==> src/rtl/vector_sequencer.sv <==
// Vector instruction sequencer: accepts one vector opcode and steps the
// element index across VLEN elements. It produces per-element ALU control,
// vector-register write enables and memory strobes, and stalls the scalar
// pipeline until the instruction completes. DIVV spends DIV_LAT cycles on
// each element.
module vector_sequencer #(
    parameter int VLEN    = 8,
    parameter int DIV_LAT = 4,
    parameter int AW      = 32
) (
    input  logic                    clk,
    input  logic                    rst,
    input  logic                    issue_valid,
    output logic                    issue_ready,
    input  logic [4:0]              opcode,
    input  logic [AW-1:0]           base_addr,
    input  logic                    flush,
    output logic                    elem_valid,
    output logic [$clog2(VLEN)-1:0] elem_idx,
    output logic [3:0]              alu_control,
    output logic                    vreg_we,
    output logic                    mem_re,
    output logic                    mem_we,
    output logic [AW-1:0]           mem_addr,
    output logic                    stall,
    output logic                    done
);

    localparam int IW = $clog2(VLEN);
    localparam int WW = (DIV_LAT > 1) ? $clog2(DIV_LAT) : 1;
    localparam logic [IW-1:0] ELEM_LAST = IW'(VLEN - 1);
    localparam logic [WW-1:0] WAIT_LAST = WW'(DIV_LAT - 1);
    localparam logic          DIV_MULTI = (DIV_LAT > 1);

    localparam logic [4:0] OP_ADDV = 5'b11000;
    localparam logic [4:0] OP_MULV = 5'b11001;
    localparam logic [4:0] OP_DIVV = 5'b11010;
    localparam logic [4:0] OP_REP  = 5'b11011;
    localparam logic [4:0] OP_MOVV = 5'b11100;
    localparam logic [4:0] OP_SVI  = 5'b11101;
    localparam logic [4:0] OP_LVI  = 5'b11110;

    typedef enum logic [1:0] {
        S_IDLE,
        S_RUN,
        S_WAIT_DIV,
        S_DONE
    } state_t;

    state_t        state_q;
    logic [IW-1:0] elem_q;
    logic [WW-1:0] wait_q;
    logic [4:0]    op_q;
    logic [AW-1:0] base_q;

    logic          is_vec_d;
    logic          in_run_d;
    logic          in_wait_d;
    logic          is_div_d;
    logic          is_mem_d;

    function automatic logic [3:0] alu_map(input logic [4:0] op);
        case (op)
            OP_ADDV: alu_map = 4'b0000;
            OP_MULV: alu_map = 4'b0010;
            OP_DIVV: alu_map = 4'b0101;
            OP_REP:  alu_map = 4'b1000;
            OP_MOVV: alu_map = 4'b1001;
            default: alu_map = 4'b0000;
        endcase
    endfunction

    assign is_vec_d  = (opcode >= OP_ADDV) && (opcode <= OP_LVI);
    assign in_run_d  = (state_q == S_RUN);
    assign in_wait_d = (state_q == S_WAIT_DIV);
    assign is_div_d  = (op_q == OP_DIVV);
    assign is_mem_d  = (op_q == OP_SVI) || (op_q == OP_LVI);

    // Sequencer FSM: accept, element stepping, divide wait and completion.
    always_ff @(posedge clk) begin
        if (rst) begin
            state_q <= S_IDLE;
            elem_q  <= '0;
            wait_q  <= '0;
            op_q    <= '0;
            base_q  <= '0;
        end else begin
            case (state_q)
                S_IDLE: begin
                    if (issue_valid && !flush && is_vec_d) begin
                        op_q    <= opcode;
                        base_q  <= base_addr;
                        elem_q  <= '0;
                        wait_q  <= '0;
                        state_q <= S_RUN;
                    end
                end
                S_RUN: begin
                    if (flush) begin
                        elem_q  <= '0;
                        wait_q  <= '0;
                        state_q <= S_IDLE;
                    end else if (is_div_d && DIV_MULTI) begin
                        wait_q  <= WW'(1);
                        state_q <= S_WAIT_DIV;
                    end else if (elem_q == ELEM_LAST) begin
                        state_q <= S_DONE;
                    end else begin
                        elem_q <= elem_q + 1'b1;
                    end
                end
                S_WAIT_DIV: begin
                    if (flush) begin
                        elem_q  <= '0;
                        wait_q  <= '0;
                        state_q <= S_IDLE;
                    end else if (wait_q == WAIT_LAST) begin
                        wait_q <= '0;
                        if (elem_q == ELEM_LAST) begin
                            state_q <= S_DONE;
                        end else begin
                            elem_q  <= elem_q + 1'b1;
                            state_q <= S_RUN;
                        end
                    end else begin
                        wait_q <= wait_q + 1'b1;
                    end
                end
                default: begin
                    // DONE lasts one cycle whether or not flush is high.
                    elem_q  <= '0;
                    wait_q  <= '0;
                    state_q <= S_IDLE;
                end
            endcase
        end
    end

    // Output decode from the registered state, counters and latched fields.
    always_comb begin
        issue_ready = (state_q == S_IDLE);
        stall       = in_run_d || in_wait_d;
        done        = (state_q == S_DONE);
        elem_valid  = in_run_d;
        elem_idx    = (in_run_d || in_wait_d) ? elem_q : '0;
        // In RUN a multi-cycle DIVV defers its write to the last wait cycle.
        vreg_we     = (in_run_d && (op_q != OP_SVI) && !(is_div_d && DIV_MULTI))
                   || (in_wait_d && (wait_q == WAIT_LAST));
        mem_we      = in_run_d && (op_q == OP_SVI);
        mem_re      = in_run_d && (op_q == OP_LVI);
        mem_addr    = (in_run_d && is_mem_d)
                    ? base_q + {{(AW-IW){1'b0}}, elem_q} : '0;
        alu_control = (elem_valid || vreg_we) ? alu_map(op_q) : 4'b0000;
    end

endmodule

==> config.mk <==
export PLATFORM = sky130hd
export DESIGN_NAME = vector_sequencer
export DESIGN_NICKNAME = d
export VERILOG_FILES = /design/src/rtl/vector_sequencer.sv
export SDC_FILE = /design/constraint.sdc
export NUM_CORES = 1
export LEC_CHECK = 0
export BUFFER_PORTS_ARGS = -buffer_cell sky130_fd_sc_hd__buf_2
export CORE_ASPECT_RATIO = 0.75
export CORE_UTILIZATION = 40
export DETAILED_ROUTE_END_ITERATION = 8
export GPL_TIMING_DRIVEN = 0
export SLEW_MARGIN = 20
export SYNTH_ARGS = -nofsm -noshare
export SYNTH_HDL_FRONTEND = slang
export SYNTH_SLANG_ARGS = --single-unit
==> constraint.sdc <==
create_clock -name clk -period 2.95 [get_ports clk]
set_input_delay 0.59 -clock clk [delete_from_list [all_inputs] [get_ports clk]]
set_output_delay 0.59 -clock clk [all_outputs]
set_load 0.02 [all_outputs]
After elaboration in Yosys (flattened, before gate mapping)
Index checks and enable logic that the tools add are counted.
{"block": "word_totals", "ff_bits": 44, "inputBits": 41}
{"block": "classes", "n_addsub": 3, "order_cmp": 2, "n_eq_ne": 17, "mux": 25, "n_reduce_logical": 20}
{"op": "adder 32 x 3 -> 32 bit", "count": 1}
{"op": "2-to-1 mux 32 bit", "count": 1}
{"op": "== test 5 bit (second input constant)", "count": 6}
{"op": "2-to-1 mux 2 bit", "count": 12}
{"op": "2-to-1 mux 3 bit", "count": 7}
{"op": "one-hot mux 4 bit (4 select lines)", "count": 1}
{"op": "one-hot mux 2 bit (3 select lines)", "count": 2}
{"op": "logical AND 1 bit", "count": 9}
{"op": "one-hot mux 3 bit (3 select lines)", "count": 1}
{"op": "== test 2 bit (second input constant)", "count": 3}
{"op": "!= test 3 x 2 -> 1 bit (second input constant)", "count": 2}
{"op": "AND reduction 3 bit", "count": 2}
{"op": "greater-or-equal comparator 5 bit (second input constant)", "count": 1}
{"op": "less-or-equal comparator 5 bit (second input constant)", "count": 1}
{"op": "!= test 5 bit (second input constant)", "count": 1}
{"op": "logical OR 1 bit", "count": 4}
{"op": "2-to-1 mux 4 bit", "count": 1}
{"op": "!= test 4 x 2 -> 1 bit (second input constant)", "count": 1}
{"op": "AND reduction 2 bit", "count": 2}
{"op": "adder 3 x 1 -> 3 bit (second input constant)", "count": 1}
{"op": "== test 3 bit (second input constant)", "count": 1}
{"op": "!= test 3 bit (second input constant)", "count": 1}
{"op": "adder 2 x 1 -> 2 bit (second input constant)", "count": 1}
{"op": "== test 2 x 1 -> 1 bit (second input constant)", "count": 1}
{"op": "3 further kinds", "count": 4}

Depth between registers and ports, before layout
Gate-level depths: netlist of the first run.
{"block": "depth", "ltp_word": 6, "depth_mapped": 7}

Worst setup path after synthesis of the first run
No wires, ideal clock.
{"block": "synth_timing", "path_kind": "register to output", "startpoint": "reg elem_q[0]", "endpoint": "out mem_addr[20]", "arrival_time_ps": 2280, "required_time_ps": 2360, "slack_ps": 80, "stages_incl_launch_ff": 8, "n_path_buf": 0, "cell_sequence": "dfxtp_1 > ha_1 > inv_1 > fa_1 > nor2b_1 > o21ai_1 > or4_1 > a21oi_1"}
{"block": "synth_between", "elab_chain_len": 2}
{"item": "from (decl)", "line": "51", "rtl": "logic [IW-1:0] elem_q;"}
{"item": "from (signal assigned)", "line": "109", "rtl": "elem_q <= elem_q + 1'b1;"}
{"item": "from (signal assigned)", "line": "122", "rtl": "elem_q <= elem_q + 1'b1;"}
{"item": "adder 32 x 3 -> 32 bit", "line": "152", "rtl": "? base_q + {{(AW-IW){1'b0}}, elem_q} : '0;"}
{"item": "2-to-1 mux 32 bit", "line": "152"}
{"item": "to (decl)", "line": "24", "rtl": "output logic [AW-1:0] mem_addr,"}
No other way between the ends.

Worst setup path after layout of the first run
{"block": "layout_timing", "startpoint": "reg base_q[0]", "endpoint": "out mem_addr[18]"}
{"block": "layout_between", "elab_chain_len": 2}
{"item": "from (decl)", "line": "54", "rtl": "logic [AW-1:0] base_q;"}
{"item": "from (signal assigned)", "line": "92", "rtl": "base_q <= base_addr;"}
{"item": "adder 32 x 3 -> 32 bit", "line": "152"}
{"item": "2-to-1 mux 32 bit", "line": "152"}
No other way between the ends.

==> results of run 1 <==
## power by group
group / leakage, nW / switching [mW] / internal, mW / total (mW)
Clock: 0.0645 / 0.214 / 0.299 / 0.513
Combinational: 0.948 / 0.139 / 0.0974 / 0.236
Sequential: 0.357 / 0.0303 / 0.616 / 0.646
Total: 1.37 / 0.384 / 1.01 / 1.40
## area by class of cell
class / instances / area [µm²] / area share (%)
clock inverters: 1 / 30.0 / 0.776
plain buffers: 20 / 92.6 / 2.39
inverters: 13 / 48.8 / 1.26
flip-flops and latches: 44 / 887 / 22.9
multi-input cells: 324 / 2070 / 53.6
repair buffers: 95 / 519 / 13.4
clock buffers: 7 / 96.3 / 2.49
well taps: 98 / 123 / 3.17
## state kept, by name (all words and copies together) (netlist names)
signal and flops:
base_q 32, op_q 5, elem_q 3, state_q 2, wait_q 2
## cell usage in the layout, fill, tap and decap left out, types with 7 or more instances in the layout
cell	instances
a21oi_1	55
buf_2	83
buf_4	16
clkbuf_1	10
clkbuf_8	7
dfxtp_1	41
ha_1	7
inv_1	12
nand2_1	89
nand3_1	14
nand4_1	9
nor2_1	16
o21ai_0	8
o31ai_1	12
or3_1	7
or4_1	9
## stage by stage
step	setup TNS, ns	hold WS, ns	utilization (%)
3_3_place_gp	-0.739	0.458	50.1
6_report	0	0.483	55.6
4_1_cts	-0.0801	0.466	53.7
5_1_grt	-0.0145	0.508	55.6
3_5_place_dp	-1.09	0.459	50.1
2_1_floorplan	0	0.440	-
## worst max-delay path, cell delays in order, from the launching register on
cell and delay (ns):
dfxtp_2 0.36, ha_4 0.14, inv_2 0.03, fa_2 0.37, nor2b_4 0.21, o21ai_4 0.12
or4_1 0.42, a21oi_1 0.15, buf_2 0.17
## logic make-up (layout without fill, tap and decap cells)
kind of cell | Yosys count | count (layout) | share of synthesized area [%]
DFF | 44 | 44 | 30.0
xor gates and xnor gates | 10 | 10 | 2.98
and+or+nand+nor | 192 | 192 | 33.0
buffers and inverters | 37 | 136 | 5.16
muxes | 6 | 6 | 2.05
AOI/OAI and AO/OA | 105 | 105 | 21.9
adders and majority gates | 11 | 11 | 4.94
## worst max path at each step
stage               slack (ns)  cells after the start               startpoint            to
floorplan                 0.08                      7   elem_q[0]$_SDFFE_PP0P_  mem_addr[20]
global placement         -0.20                      8   elem_q[0]$_SDFFE_PP0P_  mem_addr[22]
detailed placement       -0.26                      8   elem_q[0]$_SDFFE_PP0P_  mem_addr[22]
CTS                      -0.03                      7  state_q[1]$_SDFFE_PP0P_  mem_addr[24]
global route             -0.01                      8   base_q[0]$_SDFFE_PP0P_  mem_addr[28]
finish                    0.08                      8   base_q[0]$_SDFFE_PP0P_  mem_addr[18]
## metal layers
layer / share of wire [%] / global-route usage [%] / vias to the layer above / routed length, µm
li1: - / - / 1647 / -
met1: 50 / 35.0 / 1519 / 4490
met2: 42 / 34.5 / 126 / 3740
met3: 6.5 / 4.86 / 13 / 584
met4: 1.5 / 5.51 / 0 / 134
met5: 0 / 0 / - / 0
## what timing repair did
action,4_1_cts,5_1_grt
gates resized for setup,21,31
endpoints found under the setup margin,32,30
setup buffers,8,3
pin swaps,7,13
hold buffers,0,0
==> impl_metrics.tcl, run 1 <==
set metrics [dict create \
    reg2regPathDepth 6 \
    cts_made_buffers 5 \
    postSynthAreaPerCell_um2 7.25 \
    die_width_um 101 \
    design_area_mm2 0.00387 \
    fmax_mhz 348 \
    io_buffers 85 \
    place_worst_setup_slack_ns -0.262 \
    cts_sinks 44 \
    nets 555 \
    antenna_cells 0 \
    drive_gt1_share_pct 28.2 \
    grt_pass1_vias 2899 \
    synthesis.area_mm2 0.00294 \
    seq_area_frac_synth_pct 30.0 \
    hp-class "flip-flop to flip-flop" \
    worst_pin_slew_ns 0.592 \
    clock_path_buffers 2 \
    post_synth_num_cell_types 51 \
    grt_pass1_wl_um 14300 \
    rsz0062_at_grt "yes" \
    timing.final.max_slew_violations 0 \
    ys.warnings.count 0 \
    nFillCells 731 \
    grt-ovfl-total 0 \
    rows 26 \
    cp_max_fo 7 \
    track_usage_pct 23.5 \
    fin_crit_ns 2.87 \
    ys_seq_elements 44 \
    p_leak_nw 1.37 \
    synth-edff-count 0 \
    placedCellCount 588 \
    syn-num-nets 457 \
    area_growth_pct 31.8 \
    max-slew-margin-rel_pct 60.2 \
    path_clk_slew_ns 0.08 \
    synth.largest_area_cell "dfxtp_1" \
    r2r_start "state_q[0]$_SDFFE_PP0P_" \
    place_hpwl_um 6470 \
    clock_latency_ns 0.31 \
    ys_async_sr_fraction_pct 0 \
    cts_tree "yes" \
    wl_per_cell_um 14.9 \
    die_area_mm2 0.00769 \
    finalWorstSetupSlack_ns 0.0770 \
    p_per_area_mw_per_mm2 361 \
    ys.flop_type "dfxtp_1" \
    r2r_setup_slack_ns 0.95 \
    boundaryPins 87 \
    drv_cap 0 \
    final_cells 602 \
    power.total_mw 1.40 \
    hp-start "base_q[31]$_SDFFE_PP0P_" \
    dpl_cell_area_mm2 0.00348 \
    antenna_left 0 \
    status "finished clean" \
    wl_um 8950 \
    holdPathEnd "base_q[31]$_SDFFE_PP0P_" \
    synth_top_area_share_pct 30.0 \
    hold_viol 0 \
    worstPathRequired_ns 2.36 \
    cts-root-buf "clkbuf_8" \
    finalCritPeriodShare_pct 97.4 \
    cts-htree-levels 2 \
    vias 3305 \
    endpoint_kind "output pin" \
    cp-start-kind "flip-flop" \
    drc 0 \
    synthTopCellsByCount "nand2_1, a21oi_1, dfxtp_1" \
    grt_max_degree 14 \
    synth_most_common_cell "nand2_1" \
    coreArea_mm2 0.00696 \
    routed_via_density 5.49 \
    setup_violations 0 \
    synthCells 405 \
    firstDrtPassIters 5 \
    peakVddDrop_mv 0.225 \
    finClkSkew_ns 0.00428 \
    arrival_ns 2.28 \
    whs_path_depth 2 \
    initial_core_util_pct 42.2 \
    drt_iter0_drc 143 \
    timing.rr.end "elem_q[1]$_SDFFE_PP0P_" \
    die_h_um 76.2 \
    antenna_found_initial 0 \
    critPathKind "flip-flop to output pin" \
    synthTopCellsByArea "dfxtp_1, nand2_1, a21oi_1, ha_1, o31ai_1" \
    place_congestion 0.872 \
]
No activity file was read; power rests on OpenSTA's default activity.
==> inputs of run 2 (changes only) <==
--- a/config.mk
+++ b/config.mk
@@ -5,11 +5,12 @@
 export SDC_FILE = /design/constraint.sdc
 export NUM_CORES = 1
 export LEC_CHECK = 0
-export BUFFER_PORTS_ARGS = -buffer_cell sky130_fd_sc_hd__buf_2
 export CORE_ASPECT_RATIO = 0.75
 export CORE_UTILIZATION = 40
 export DETAILED_ROUTE_END_ITERATION = 8
+export DONT_BUFFER_PORTS = 1
 export GPL_TIMING_DRIVEN = 0
+export PLACE_DENSITY = 0.64
 export SLEW_MARGIN = 20
 export SYNTH_ARGS = -nofsm -noshare
 export SYNTH_HDL_FRONTEND = slang
==> impl_metrics.tcl, run 2 (synthesized netlist as in run 1, its figures left out) <==
set metrics [dict create \
    hold_viol 0 \
    cts-htree-levels 2 \
    finalCritPeriodShare_pct 101 \
    antenna_left 0 \
    peakVddDrop_mv 0.226 \
    path_cells "ha_4 -> inv_2 -> fa_2 -> nor2b_4 -> o2111ai_4 -> o311ai_0 -> nand2_2" \
    crit_slowest_cell "o311ai_0" \
    wl_per_cell_um 17.2 \
    design_area_mm2 0.00363 \
    ff_latch_area_um2 887 \
    layout_commonest_cell "nand2_1" \
    p_per_area_mw_per_mm2 363 \
    max-slew-margin-rel_pct 54.7 \
    nFillCells 723 \
    rows 26 \
    largest_register "base_q" \
    grt_pass1_vias 2787 \
    rsz0062_at_grt "yes" \
    cts_sinks 44 \
    fmax_mhz 336 \
    status "finished with violations" \
    cts-root-buf "clkbuf_8" \
    clock_latency_ns 0.30 \
    worst_pin_slew_ns 0.678 \
    vias 3005 \
    timing.final.max_slew_violations 0 \
    grt_max_degree 14 \
    drive_gt1_share_pct 19.1 \
    die_width_um 101 \
    coreArea_mm2 0.00696 \
    antenna_found_initial 0 \
    cts_made_buffers 5 \
    cp_max_fo 4 \
    dpl_cell_area_mm2 0.00306 \
    fin_crit_ns 2.97 \
    clock_path_buffers 2 \
    critPathKind "flip-flop to output pin" \
    cp-start-kind "flip-flop" \
    firstDrtPassIters 4 \
    area_growth_pct 23.5 \
    place_congestion 0.821 \
    grt-ovfl-total 0 \
    die_area_mm2 0.00769 \
    grt_pass1_wl_um 13900 \
    p_leak_nw 0.979 \
    track_usage_pct 22.9 \
    drv_cap 0 \
    place_worst_setup_slack_ns -0.260 \
    endpoint_kind "output pin" \
    path_clk_slew_ns 0.09 \
    boundaryPins 87 \
    antenna_cells 0 \
    multi_input_area_mm2 0.00230 \
    layout_common_cells "nand2_1, a21oi_1, dfxtp_1" \
    drc 0 \
    io_buffers 0 \
    place_hpwl_um 6140 \
    reg_top3 "base_q: 32 flops, op_q: 5 flops, elem_q: 3 flops" \
    arrival_ns 2.38 \
    finalWorstSetupSlack_ns -0.0223 \
    max_stage_delay_ns 0.52 \
    nets 470 \
    finClkSkew_ns 0.00511 \
    routed_via_density 5.81 \
    drt_iter0_drc 157 \
    worstPathRequired_ns 2.36 \
    die_h_um 76.2 \
    violations "setup timing" \
    initial_core_util_pct 42.2 \
    hp-class "input pin to flip-flop" \
    wl_um 8870 \
    largest_reg_flops 32 \
    setup_violations 2 \
    cts_tree "yes" \
]
-- run 2: changes by cell type in the layout (fill, tap and decap cells not counted), moves of 2 or more --
| cell | previous run | this run |
|---|---|---|
| clkbuf_8 | 7 | 5 |
| nor2_1 | 16 | 7 |
| buf_4 | 16 | 8 |
| a21oi_4 | 1 | 12 |
| nor2_4 | 0 | 9 |
| mux2i_1 | 6 | 1 |
| mux2i_2 | 0 | 4 |
| buf_2 | 83 | 3 |
| clkbuf_1 | 10 | 13 |
| a21oi_1 | 55 | 44 |
-- run 2: area by class of cell --
class | instances | share of cell area [%]
Clock buffer | 6 | 2.00
Timing Repair Buffer | 7 | 1.45
Tap cell | 98 | 3.38
Buffer | 23 | 3.04
Multi-Input combinational cell | 324 | 63.4
Inverter | 13 | 1.35
Sequential cell | 44 | 24.5
Clock inverter | 2 | 0.966
-- run 2: metrics by stage --
stage / cells / hold WS, ns / TNS, ns / total power [mW] / util, %
detailed placement: 503 / 0.457 / -4.10 / 0.839 / 43.9
floorplan: 405 / 0.440 / 0 / 0.798 / -
finish: 517 / 0.410 / -0.0271 / 1.32 / 52.1
CTS: 514 / 0.408 / 0 / 1.31 / 49.3
global route: 517 / 0.410 / -0.325 / 1.37 / 52.1
global placement: 503 / 0.450 / -3.63 / 0.834 / 43.9
-- run 2: power breakdown --
part / internal (mW) / total (mW) / switching, mW
clock: 0.252 / 0.472 / 0.220
combinational: 0.0723 / 0.201 / 0.129
sequential: 0.616 / 0.644 / 0.0280
-- run 2: path summary, 6_finish.rpt --
check	start	end	slack [ns]	depth (start not counted)
worst max-delay path	base_q[0]$_SDFFE_PP0P_	mem_addr[24]	-0.02	7
worst min-delay path	opcode[2]	op_q[2]$_SDFFE_PP0P_	0.41	2
worst max register to register	state_q[0]$_SDFFE_PP0P_	elem_q[0]$_SDFFE_PP0P_	0.84	6
worst min register to register	base_q[2]$_SDFFE_PP0P_	base_q[2]$_SDFFE_PP0P_	0.47	2
-- run 2: per-layer routing --
| layer | wire length (µm) | up-vias | GRT usage (%) |
|---|---|---|---|
| li1 | - | 1482 | - |
| met1 | 4190 | 1398 | 32.1 |
| met2 | 3980 | 113 | 36.2 |
| met3 | 602 | 12 | 4.59 |
| met4 | 106 | 0 | 5.07 |
| met5 | 0 | - | 0 |
-- run 2: what timing repair did --
action / CTS / global route
hold buffers: 0 / 0
resized for setup: 57 / 37
buffers inserted: 4 / 3
pin swaps: 3 / 8
setup endpoints to repair: 32 / 30
-- run 2: worst max-delay path: cells and delay by family, from the launching register on --
| family | cells | cell delay, ns |
|---|---|---|
| AO/OA/AOI/OAI | 2 | 0.74 |
| adder cells (fa/ha/maj) | 2 | 0.53 |
| buffers and inverters | 1 | 0.04 |
| flip-flops | 1 | 0.36 |
| AND/OR/NAND/NOR | 2 | 0.42 |
==> inputs of run 3 (changes only) <==
--- a/config.mk
+++ b/config.mk
@@ -10,7 +10,6 @@
 export DETAILED_ROUTE_END_ITERATION = 8
 export DONT_BUFFER_PORTS = 1
 export GPL_TIMING_DRIVEN = 0
-export PLACE_DENSITY = 0.64
 export SLEW_MARGIN = 20
 export SYNTH_ARGS = -nofsm -noshare
 export SYNTH_HDL_FRONTEND = slang
==> impl_metrics.tcl, run 3 (synthesized netlist as in run 1, its figures left out) <==
set metrics [dict create \
    finalCritPeriodShare_pct 99.3 \
    cts-htree-levels 2 \
    antenna_found_initial 0 \
    cts_sinks 44 \
    finClkSkew_ns 0.00547 \
    timing.final.max_slew_violations 0 \
    hold_viol 0 \
    initial_core_util_pct 42.2 \
    wl_met1_um 4330 \
    design_area_mm2 0.00360 \
    setup_violations 0 \
    boundaryPins 87 \
    track_usage_pct 22.0 \
    antenna_cells 0 \
    rows 26 \
    nFillCells 712 \
    routed_via_density 5.80 \
    power.total_mw 1.27 \
    wl_met2_um 3800 \
    cp_max_fo 10 \
    crit_start "elem_q[2]$_SDFFE_PP0P_" \
    met3_length_um 551 \
    cts_hold_buffers 0 \
    cts_made_buffers 5 \
    io_buffers 0 \
    antenna_left 0 \
    r2r_start "state_q[0]$_SDFFE_PP0P_" \
    fmax_mhz 342 \
    p_per_area_mw_per_mm2 352 \
    critPathKind "flip-flop to output pin" \
    fin_crit_ns 2.93 \
    die_area_mm2 0.00769 \
    cts-root-buf "clkbuf_8" \
    hp-start "base_addr[0]" \
    peakVddDrop_mv 0.192 \
    cp-start-kind "flip-flop" \
    largest_register "base_q" \
    place_worst_setup_slack_ns -0.283 \
    vias 2998 \
    status "finished clean" \
    wl_um 8780 \
    wl_per_cell_um 17.0 \
    worst_pin_slew_ns 0.669 \
    drv_cap 0 \
    grt-ovfl-total 0 \
    grt_max_degree 13 \
    arrival_ns 2.34 \
    layout_common_cells "nand2_1, a21oi_1, dfxtp_1" \
    place_hpwl_um 6070 \
    grt_pass1_wl_um 13200 \
    grt_pass1_vias 2581 \
    nets 471 \
    clock_path_buffers 2 \
    hp-class "input pin to flip-flop" \
    dpl_cell_area_mm2 0.00306 \
    drc 0 \
    layout_commonest_cell "nand2_1" \
    clock_latency_ns 0.30 \
    coreArea_mm2 0.00696 \
    p_leak_nw 0.972 \
    path_clk_slew_ns 0.08 \
    rsz0062_at_grt "yes" \
    firstDrtPassIters 5 \
    finalWorstSetupSlack_ns 0.0219 \
    area_growth_pct 22.5 \
    max-slew-margin-rel_pct 55.3 \
    cts_tree "yes" \
    largest_reg_flops 32 \
    die_h_um 76.2 \
    die_width_um 101 \
    drive_gt1_share_pct 19.8 \
    place_congestion 0.866 \
    drt_iter0_drc 146 \
    worstPathRequired_ns 2.36 \
    maxUsedRoutingLayer "met4" \
    reg_top3 "base_q: 32 flops, op_q: 5 flops, elem_q: 3 flops" \
    endpoint_kind "output pin" \
]
run 3: cell types whose count changed in the layout (fill, tap and decap cells not counted), sizes merged:
cell / previous run / this run
bufinv: 1 / 0
buf: 17 / 16
clkinv: 1 / 0
o21ai: 10 / 11
clkbuf: 19 / 21
run 3: through the flow:
stage | setup TNS (ns) | utilization, % | cells | hold WS (ns)
after floorplan | 0 | - | 405 | 0.440
after global placement | -4.74 | 43.9 | 503 | 0.451
after detailed placement | -5.27 | 43.9 | 503 | 0.458
after CTS | -0.0138 | 49.4 | 513 | 0.408
after global routing | -0.355 | 51.7 | 517 | 0.397
final | 0 | 51.7 | 517 | 0.409
run 3: path summary, 6_finish.rpt:
| path | end | slack [ns] | cells after the start |
|---|---|---|---|
| hold reg to reg | base_q[2]$_SDFFE_PP0P_ | 0.47 | 2 |
| setup / recovery | mem_addr[27] | 0.02 | 5 |
| hold / removal | base_q[0]$_SDFFE_PP0P_ | 0.41 | 2 |
| setup reg to reg | elem_q[1]$_SDFFE_PP0P_ | 0.89 | 6 |
run 3: cell type report:
| type | count | area (µm²) | share of cell area [%] |
|---|---|---|---|
| Timing Repair Buffer | 7 | 52.6 | 1.46 |
| Sequential cell | 44 | 887 | 24.7 |
| Multi-Input combinational cell | 325 | 2280 | 63.5 |
| Inverter | 13 | 48.8 | 1.36 |
| Tap cell | 98 | 123 | 3.41 |
| Buffer | 23 | 106 | 2.96 |
| Clock buffer | 7 | 96.3 | 2.68 |
run 3: power by group:
part / switching, mW / internal [mW] / total, mW
Clock: 0.212 / 0.209 / 0.420
Sequential: 0.0277 / 0.616 / 0.644
Combinational: 0.130 / 0.0726 / 0.202
Total: 0.369 / 0.897 / 1.27
run 3: layer usage:
| metal | GRT usage, % | vias to the layer above |
|---|---|---|
| met1 | 33.2 | 1419 |
| li1 | - | 1480 |
| met4 | 5.80 | 0 |
| met2 | 31.0 | 91 |
| met5 | 0 | - |
| met3 | 4.95 | 8 |
run 3: what timing repair did:
action,in CTS,in global routing
cloned,0,1
pin swaps,6,3
gates resized for setup,57,35
buffers inserted,4,3
endpoints found under the setup margin,32,29
run 3: worst max-delay path, cell delays in order (launching register included):
cell and delay [ns]:
dfxtp_1 0.35, ha_2 0.38, nand3_1 0.19, a21o_2 0.32, or4_1 0.54, a21oi_4 0.25
